### src/rtl/expr_eval_ctrl.sv
// Streaming checker/evaluator for "digit (op digit)* '='" with '*' binding tighter than '+'.
// Optional input FIFO is enabled by defining EXPR_EVAL_FIFO_EN.
module expr_eval_ctrl #(
  parameter int WIDTH      = 16,
  parameter int FIFO_DEPTH = 4
) (
  input  logic             clk,
  input  logic             clr,
  input  logic             in_valid,
  output logic             in_ready,
  input  logic [7:0]       in_char,
  output logic             res_valid,
  input  logic             res_ready,
  output logic [WIDTH-1:0] result,
  output logic             res_err,
  output logic             busy
);

  localparam logic [2:0] ST_IDLE = 3'd0;
  localparam logic [2:0] ST_OPND = 3'd1;
  localparam logic [2:0] ST_OPER = 3'd2;
  localparam logic [2:0] ST_SKIP = 3'd3;
  localparam logic [2:0] ST_DONE = 3'd4;

  function automatic logic is_digit(input logic [7:0] c);
    return (c >= 8'h30) && (c <= 8'h39);
  endfunction

  logic [2:0]       state_r, state_s;
  logic [WIDTH-1:0] sum_r, sum_s;
  logic [WIDTH-1:0] prod_r, prod_s;
  logic             pend_mul_r, pend_mul_s;
  logic [WIDTH-1:0] result_r, result_s;
  logic             res_err_r, res_err_s;
  logic             consume_s;
  logic [7:0]       char_s;
  logic             fifo_nonempty_s;
  logic [WIDTH-1:0] digit_s;
  logic [WIDTH-1:0] mul_s;

`ifdef EXPR_EVAL_FIFO_EN
  localparam int AW = (FIFO_DEPTH > 1) ? $clog2(FIFO_DEPTH) : 1;
  localparam logic [AW:0] FULL_CNT = (AW+1)'(FIFO_DEPTH);

  logic [7:0]    mem_r [FIFO_DEPTH];
  logic [AW-1:0] wr_ptr_r, rd_ptr_r;
  logic [AW:0]   count_r;
  logic          full_s, empty_s, push_s, pop_s;

  assign full_s          = (count_r == FULL_CNT);
  assign empty_s         = (count_r == {(AW+1){1'b0}});
  assign push_s          = in_valid & ~full_s;
  assign pop_s           = (state_r != ST_DONE) & ~empty_s;
  assign in_ready        = ~full_s;
  assign consume_s       = pop_s;
  assign char_s          = mem_r[rd_ptr_r];
  assign fifo_nonempty_s = ~empty_s;

  // FIFO storage; contents need no reset because count gates every read
  always_ff @(posedge clk) begin
    if (push_s) begin
      mem_r[wr_ptr_r] <= in_char;
    end
  end

  // FIFO pointers and occupancy
  always_ff @(posedge clk or posedge clr) begin
    if (clr) begin
      wr_ptr_r <= {AW{1'b0}};
      rd_ptr_r <= {AW{1'b0}};
      count_r  <= {(AW+1){1'b0}};
    end else begin
      if (push_s) wr_ptr_r <= wr_ptr_r + AW'(1);
      if (pop_s)  rd_ptr_r <= rd_ptr_r + AW'(1);
      case ({push_s, pop_s})
        2'b10:   count_r <= count_r + (AW+1)'(1);
        2'b01:   count_r <= count_r - (AW+1)'(1);
        default: count_r <= count_r;
      endcase
    end
  end
`else
  assign in_ready        = (state_r != ST_DONE);
  assign consume_s       = in_valid & in_ready;
  assign char_s          = in_char;
  assign fifo_nonempty_s = 1'b0;
`endif

  assign digit_s = WIDTH'(char_s[3:0]);
  assign mul_s   = prod_r * digit_s;

  // Next-state and datapath update, one character per consume
  always_comb begin
    state_s    = state_r;
    sum_s      = sum_r;
    prod_s     = prod_r;
    pend_mul_s = pend_mul_r;
    result_s   = result_r;
    res_err_s  = res_err_r;
    if (state_r == ST_DONE) begin
      if (res_ready) begin
        state_s    = ST_IDLE;
        sum_s      = {WIDTH{1'b0}};
        prod_s     = {WIDTH{1'b0}};
        pend_mul_s = 1'b0;
      end else begin
        state_s = ST_DONE;
      end
    end else if (consume_s) begin
      case (state_r)
        ST_IDLE: begin
          if (is_digit(char_s)) begin
            state_s    = ST_OPND;
            prod_s     = digit_s;
            sum_s      = {WIDTH{1'b0}};
            pend_mul_s = 1'b0;
          end else if (char_s == 8'h3D) begin
            state_s   = ST_DONE;
            result_s  = {WIDTH{1'b0}};
            res_err_s = 1'b1;
          end else begin
            state_s = ST_SKIP;
          end
        end
        ST_OPND: begin
          if (char_s == 8'h2B) begin
            state_s    = ST_OPER;
            sum_s      = sum_r + prod_r;
            pend_mul_s = 1'b0;
          end else if (char_s == 8'h2A) begin
            state_s    = ST_OPER;
            pend_mul_s = 1'b1;
          end else if (char_s == 8'h3D) begin
            state_s   = ST_DONE;
            result_s  = sum_r + prod_r;
            res_err_s = 1'b0;
          end else begin
            state_s = ST_SKIP;
          end
        end
        ST_OPER: begin
          if (is_digit(char_s)) begin
            state_s = ST_OPND;
            prod_s  = pend_mul_r ? mul_s : digit_s;
          end else if (char_s == 8'h3D) begin
            state_s   = ST_DONE;
            result_s  = {WIDTH{1'b0}};
            res_err_s = 1'b1;
          end else begin
            state_s = ST_SKIP;
          end
        end
        ST_SKIP: begin
          if (char_s == 8'h3D) begin
            state_s   = ST_DONE;
            result_s  = {WIDTH{1'b0}};
            res_err_s = 1'b1;
          end else begin
            state_s = ST_SKIP;
          end
        end
        default: begin
          state_s    = ST_IDLE;
          sum_s      = {WIDTH{1'b0}};
          prod_s     = {WIDTH{1'b0}};
          pend_mul_s = 1'b0;
        end
      endcase
    end else begin
      state_s = state_r;
    end
  end

  // State and datapath registers
  always_ff @(posedge clk or posedge clr) begin
    if (clr) begin
      state_r    <= ST_IDLE;
      sum_r      <= {WIDTH{1'b0}};
      prod_r     <= {WIDTH{1'b0}};
      pend_mul_r <= 1'b0;
      result_r   <= {WIDTH{1'b0}};
      res_err_r  <= 1'b0;
    end else begin
      state_r    <= state_s;
      sum_r      <= sum_s;
      prod_r     <= prod_s;
      pend_mul_r <= pend_mul_s;
      result_r   <= result_s;
      res_err_r  <= res_err_s;
    end
  end

  assign res_valid = (state_r == ST_DONE);
  assign result    = result_r;
  assign res_err   = res_err_r;
  assign busy      = (state_r != ST_IDLE) | fifo_nonempty_s;

endmodule

### config.mk
export PLATFORM = sky130hd
export DESIGN_NAME = expr_eval_ctrl
export DESIGN_NICKNAME = d
export VERILOG_FILES = /design/src/rtl/expr_eval_ctrl.sv
export SDC_FILE = /design/constraint.sdc
export NUM_CORES = 1
export LEC_CHECK = 0
export ABC_AREA = 1
export CORE_MARGIN = 2
export CORE_UTILIZATION = 50
export CTS_CLUSTER_SIZE = 25
export DETAILED_ROUTE_END_ITERATION = 16
export PLACE_DENSITY = 0.79
export SETUP_SLACK_MARGIN = 0.4
export SLEW_MARGIN = 10
export SYNTH_ARGS = -nofsm -noshare
export SYNTH_HDL_FRONTEND = slang
export SYNTH_SLANG_ARGS = --single-unit
export TNS_END_PERCENT = 100
### constraint.sdc
create_clock -name clk -period 7.7 [get_ports clk]
set_clock_uncertainty 0.2 [all_clocks]
set_input_delay 0.77 -clock clk [delete_from_list [all_inputs] [get_ports clk]]
set_output_delay 0.77 -clock clk [all_outputs]
set_load 0.005 [all_outputs]
---- After elaboration in Yosys (flattened, before gate mapping) ----
Index checks and enable logic that the tools add are counted.
storage, ports and cells
  flip-flop bits (word level) ............. 53
  output and inout port bits .............. 20
  logic and storage cells ................. 82
operators by class
  mux-type cells .......................... 39
  bitwise logic cells ..................... 2
  $mul .................................... 1
  order comparisons ....................... 2
  reduce and logical (&&, ||, !) cells .... 12
  equal/unequal tests ..................... 19
  add/subtract/negate cells ............... 1
operators by type and width
  kind                count
  $mux 16             15
  $pmux 16 s3         3
  $eq 8x6->1 const B  3
  $mux 3              7
  $add 16x16->16      1
  $mul 16x4->16       1
  $reduce_and 5->1    3
  $ne 3x3->1 const B  4
  $mux 1              11
  $pmux 3 s3          1
  $ge 8x6->1 const B  1
  $le 8x6->1 const B  1
  $ne 2x2->1 const B  4
  $reduce_and 7->1    1
  $eq 3x2->1 const B  2
  $ne 2x1->1 const B  3
  $pmux 1 s3          2
  $reduce_bool 3->1   2
  $reduce_or 2->1     3
  $ne 4x4->1 const B  1
  $eq 3x1->1 const B  1
  $eq 3x3->1 const B  1
  $logic_not 3->1     1
  $reduce_bool 2->1   1
  other kinds (3)     3

---- Logic depth before layout (Yosys ltp) ----
  depth after elaboration ................. 7
  depth in mapped cells ................... 20
  gate-level depth less buffers ........... 18

---- Worst setup path before layout ----
OpenSTA, ideal clock, no wires.
  kind .................................... input -> register
  from .................................... input port in_char[3]
  to ...................................... register prod_r[14]
  arrival time ............................ 3.456 ns
  setup time .............................. 0.116 ns
  path slack .............................. 3.927 ns
  buffers on the path ..................... 2
  required time ........................... 7.384 ns
  stages on the path ...................... 17
  cell sequence ........................... buf_4 clkbuf_1 nand2_1 inv_1 fa_1 inv_1 fa_1 inv_1 ha_1 a21oi_1 nor2_1 o21ai_0 nand3_1 nand2_1 nand2_1 nand2_1 nand2_1
on the way
  cells in the longest elaborated chain, start to end .. 6
  elaborated cells on any way between the ends .. 12
  classes of those cells .................. 1 x mul; 2 x order compare; 2 x eq/ne; 5 x mux; 2 x reduce/logical
ends and longest elaborated chain
  element               RTL line  text
  start, declared       11        input logic [7:0] in_char,
  $mul 16x4->16         90        assign mul_s = prod_r * digit_s;
  $mux 16               144       prod_s = pend_mul_r ? mul_s : digit_s;
  $mux 16               142       if (is_digit(char_s)) begin
  $pmux 16 s3           110       case (state_r)
  $mux 16               109       end else if (consume_s) begin
  $mux 16               100       if (state_r == ST_DONE) begin
  end signal, assigned  179       prod_r <= {WIDTH{1'b0}};
  end signal, assigned  186       prod_r <= prod_s;
  end, declared         31        logic [WIDTH-1:0] prod_r, prod_s;
Parallel ways exist; a longest one is shown, timed or not. The select of a mux whose other input is x is not followed.
A chain may end at the register's enable or synchronous reset.

---- Final worst setup path ----
  from .................................... input port in_char[3]
  to ...................................... register prod_r[10]
The elaborated chain is that of the path after synthesis.

==> reports/metrics.yaml <==
routing:
  drt_pass1_iterations: 5
  drt-initial-drc-count: 400
  wl_um: 12180
  routed_via_density: 5.068
  route.detailed.drc: 0
  drt-wirelength-per-cell_um: 12.99
  vias: 4754
  postRouteAntennaNets: 0
timing:
  rsz0062_at_grt: "false"
  tightestPinTransition_ps: 882.4
  fin_crit_ps: 4353
  final_max_slew_viol_count: 0
  hold_violations: 0
  fmax_mhz: 229.7
  final.setup.tns_ps: 0
  finalWorstSetupSlack_ps: 3347
  post-route-period-util: 0.5653
  slew_headroom: 0.4099
  finalSetupViolCount: 0
finish:
  nNetsFinal: 874
  nFillCells: 969
  diodes: 0
  area_growth_pct: 9.511
  drive_above_1_share: 0.03478
worst_setup_path:
  arrival_ps: 4400
  start_kind: "input pin"
  worstPathMaxFanout: 17
  r2r_start: "prod_r[1]$_DFFE_PP0P_"
  cp-end-kind: "flip-flop"
  slowest_stage: "clkdlybuf4s50_1"
  path_class: "in2reg"
  worst_path_most_repeated_cell: "nand2_1"
  slowest_delay_ps: 940
  required_ps: 7750
  path_delay_family: "adder cells"
  r2r_end: "prod_r[10]$_DFFE_PP0P_"
  worst-path-buf-inv: 2
  reg2reg_depth: 13
  cp_cell_sequence: "clkdlybuf4s50_1 > nand2_1 > fa_1 > fa_1 > fa_1 > inv_1 > nand3_1 > nand3_1 > nand2_1 > nand2_1 > nand2_1 > a21oi_1 > nand3_1 > nand2_1"
  r2r_slack_ps: 4220
floorplanning:
  die_y_um: 105.2
  io_pins: 32
  dieArea_um2: 11060
  initial_core_util: 0.5188
  core_area_um2: 9864
  die_x_um: 105.2
  rows: 36
synth:
  netlist_area_um2: 5117
  post-synth-top-area-fraction: 0.2592
  synth.area.top_cells: "dfrtp_1 (26%), nand2_1 (23%), inv_1 (11%)"
  yosysWarnings: 0
  synth_ff_type: "dfrtp_1"
  ys_async_sr_fraction: 1.000
  seq_area_frac_synth: 0.2592
  avgSynthCellArea_um2: 6.586
  synth.most_common_cell: "nand2_1"
  ys_ff_latch: 53
  synthTopCellsByCount: "nand2_1 (312), inv_1 (151), dfrtp_1 (53)"
  synth_top_area_cell: "dfrtp_1"
  syn_inst: 777
  synth_edf_count: 0
  syn_nets: 846
  ys_types: 33
pwr:
  totalPowerFinal_mw: 0.9440
  power_density_nw_per_um2: 168.4
  internal_power_mw: 0.5377
  clkPwrFrac: 0.169
  pwr-share-comb: 0.437
  switchingPower_mw: 0.4063
  power.leakage_nw: 3.372
  p_sw_frac: 0.4304
  seq_power_share: 0.394
  ir_worst_vdd_v: 0.0001787
clocking:
  clock-root-buffer: "clkbuf_8"
  ctsHoldBuffers: 0
  cts_tree: "done"
  htreeDepth: 2
  path_clk_slew_ps: 100
  cts_resized: 0
  clock_sinks: 53
  clock_latency_ps: 310
  cts_setup_buffers: 0
  clk_path_buf_depth: 2
  numCtsBuffers: 5
placement:
  dp_slack_ps: 3068
  gp_congestion: 0.9437
  numPortBuffers: 31
  place_hpwl_um: 9558
global_route:
  track_usage: 0.2258
  grt_max_degree: 54
  grt_first_pass_wirelength_um: 20360
  grt_pass1_vias: 4294
  antenna_found_initial: 0
  grt.overflow.total: 0
outcome:
  status: "finished, final reports clean"
worst_hold_path:
  min-delay-start: "result[6]$_DFFE_PP0P_"
  min_to: "result[6]$_DFFE_PP0P_"
  min_path_cells: 2
  worstHoldPathType: "reg2reg"
flow_run:
  drv_cap: 0
==> routing by layer <==
| layer | track usage | wire length [um] | share of wire | vias to the layer above |
|---|---|---|---|---|
| met5 | 0 | 0 | 0 | - |
| met4 | 0.05524 | 172 | 0.014 | 0 |
| met3 | 0.02495 | 811 | 0.067 | 10 |
| met2 | 0.3511 | 5363 | 0.44 | 171 |
| met1 | 0.3364 | 5834 | 0.48 | 2177 |
| li1 | - | - | - | 2396 |
==> cell usage in the layout (no fill, tap or decap), types with 8 or more instances in the layout <==
cell type / n
o21ai_0: 27
nand2_1: 312
a21oi_1: 25
inv_1: 150
nand4_1: 8
dfrtp_1: 53
nand3_1: 43
nor2_1: 43
ha_1: 31
fa_1: 26
xnor2_1: 9
clkdlybuf4s50_1: 31
==> layout make-up <==
cell class              instances  area [um^2]  share of cell area
clock buffers                   5        68.82             0.01228
clock inverters                 2        16.27            0.002902
repair buffers                 32        317.8             0.05671
multi-input cells             556         3119              0.5566
inverters                     157        589.3              0.1052
flip-flops and latches         53         1326              0.2367
well taps                     133        166.4             0.02969
==> registers in the layout, indices dropped and copies added, names as in the netlist <==
register / count
state_r: 3
prod_r: 16
pend_mul_r: 1
sum_r: 16
result: 16
res_err: 1
==> kinds of logic (layout without fill, tap and decap cells) <==
group / after synthesis / after routing / share of synthesized area
buf+inv: 168 / 196 / 0.1313
compound gates: 62 / 62 / 0.06602
simple gates: 422 / 422 / 0.3403
xor+xnor: 15 / 15 / 0.02567
flops: 53 / 53 / 0.2592
fa+ha+maj: 57 / 57 / 0.1775
==> tightest hold or removal path: stages, from the launching register on <==
cell and delay, ps:
dfrtp_1 360, nand2_1 50, o21ai_0 50
==> power groups by stage <==
stage	clock, mW	combinational, mW	sequential [mW]
2_1_floorplan	0	0.295	0.361
3_3_place_gp	0	0.403	0.376
3_5_place_dp	0	0.414	0.377
4_1_cts	0.162	0.414	0.372
5_1_grt	0.174	0.464	0.377
6_report	0.159	0.413	0.372
==> how the worst max path moves through the flow <==
stage | startpoint | endpoint | slack (ps) | cells past startpoint
after floorplan | in_char[3] | prod_r[14]$_DFFE_PP0P_ | 3930 | 17
after global placement | in_char[3] | prod_r[10]$_DFFE_PP0P_ | 3140 | 14
after detailed placement | in_char[2] | prod_r[10]$_DFFE_PP0P_ | 3070 | 14
after CTS | in_char[2] | prod_r[10]$_DFFE_PP0P_ | 3380 | 14
after global routing | in_char[3] | prod_r[10]$_DFFE_PP0P_ | 3110 | 14
final | in_char[3] | prod_r[10]$_DFFE_PP0P_ | 3350 | 14
==> per-stage QoR <==
stage	utilization	instances	hold slack [ps]	instance area, um^2
after floorplan	-	777	255.3	5117
after global placement	0.5595	931	264.9	5519
after detailed placement	0.5595	931	269.3	5519
after CTS	0.5681	938	295.6	5604
after global routing	0.5681	938	317.0	5604
final	0.5681	938	291.0	5604
Note: power is estimated with default switching activity, not from simulation.
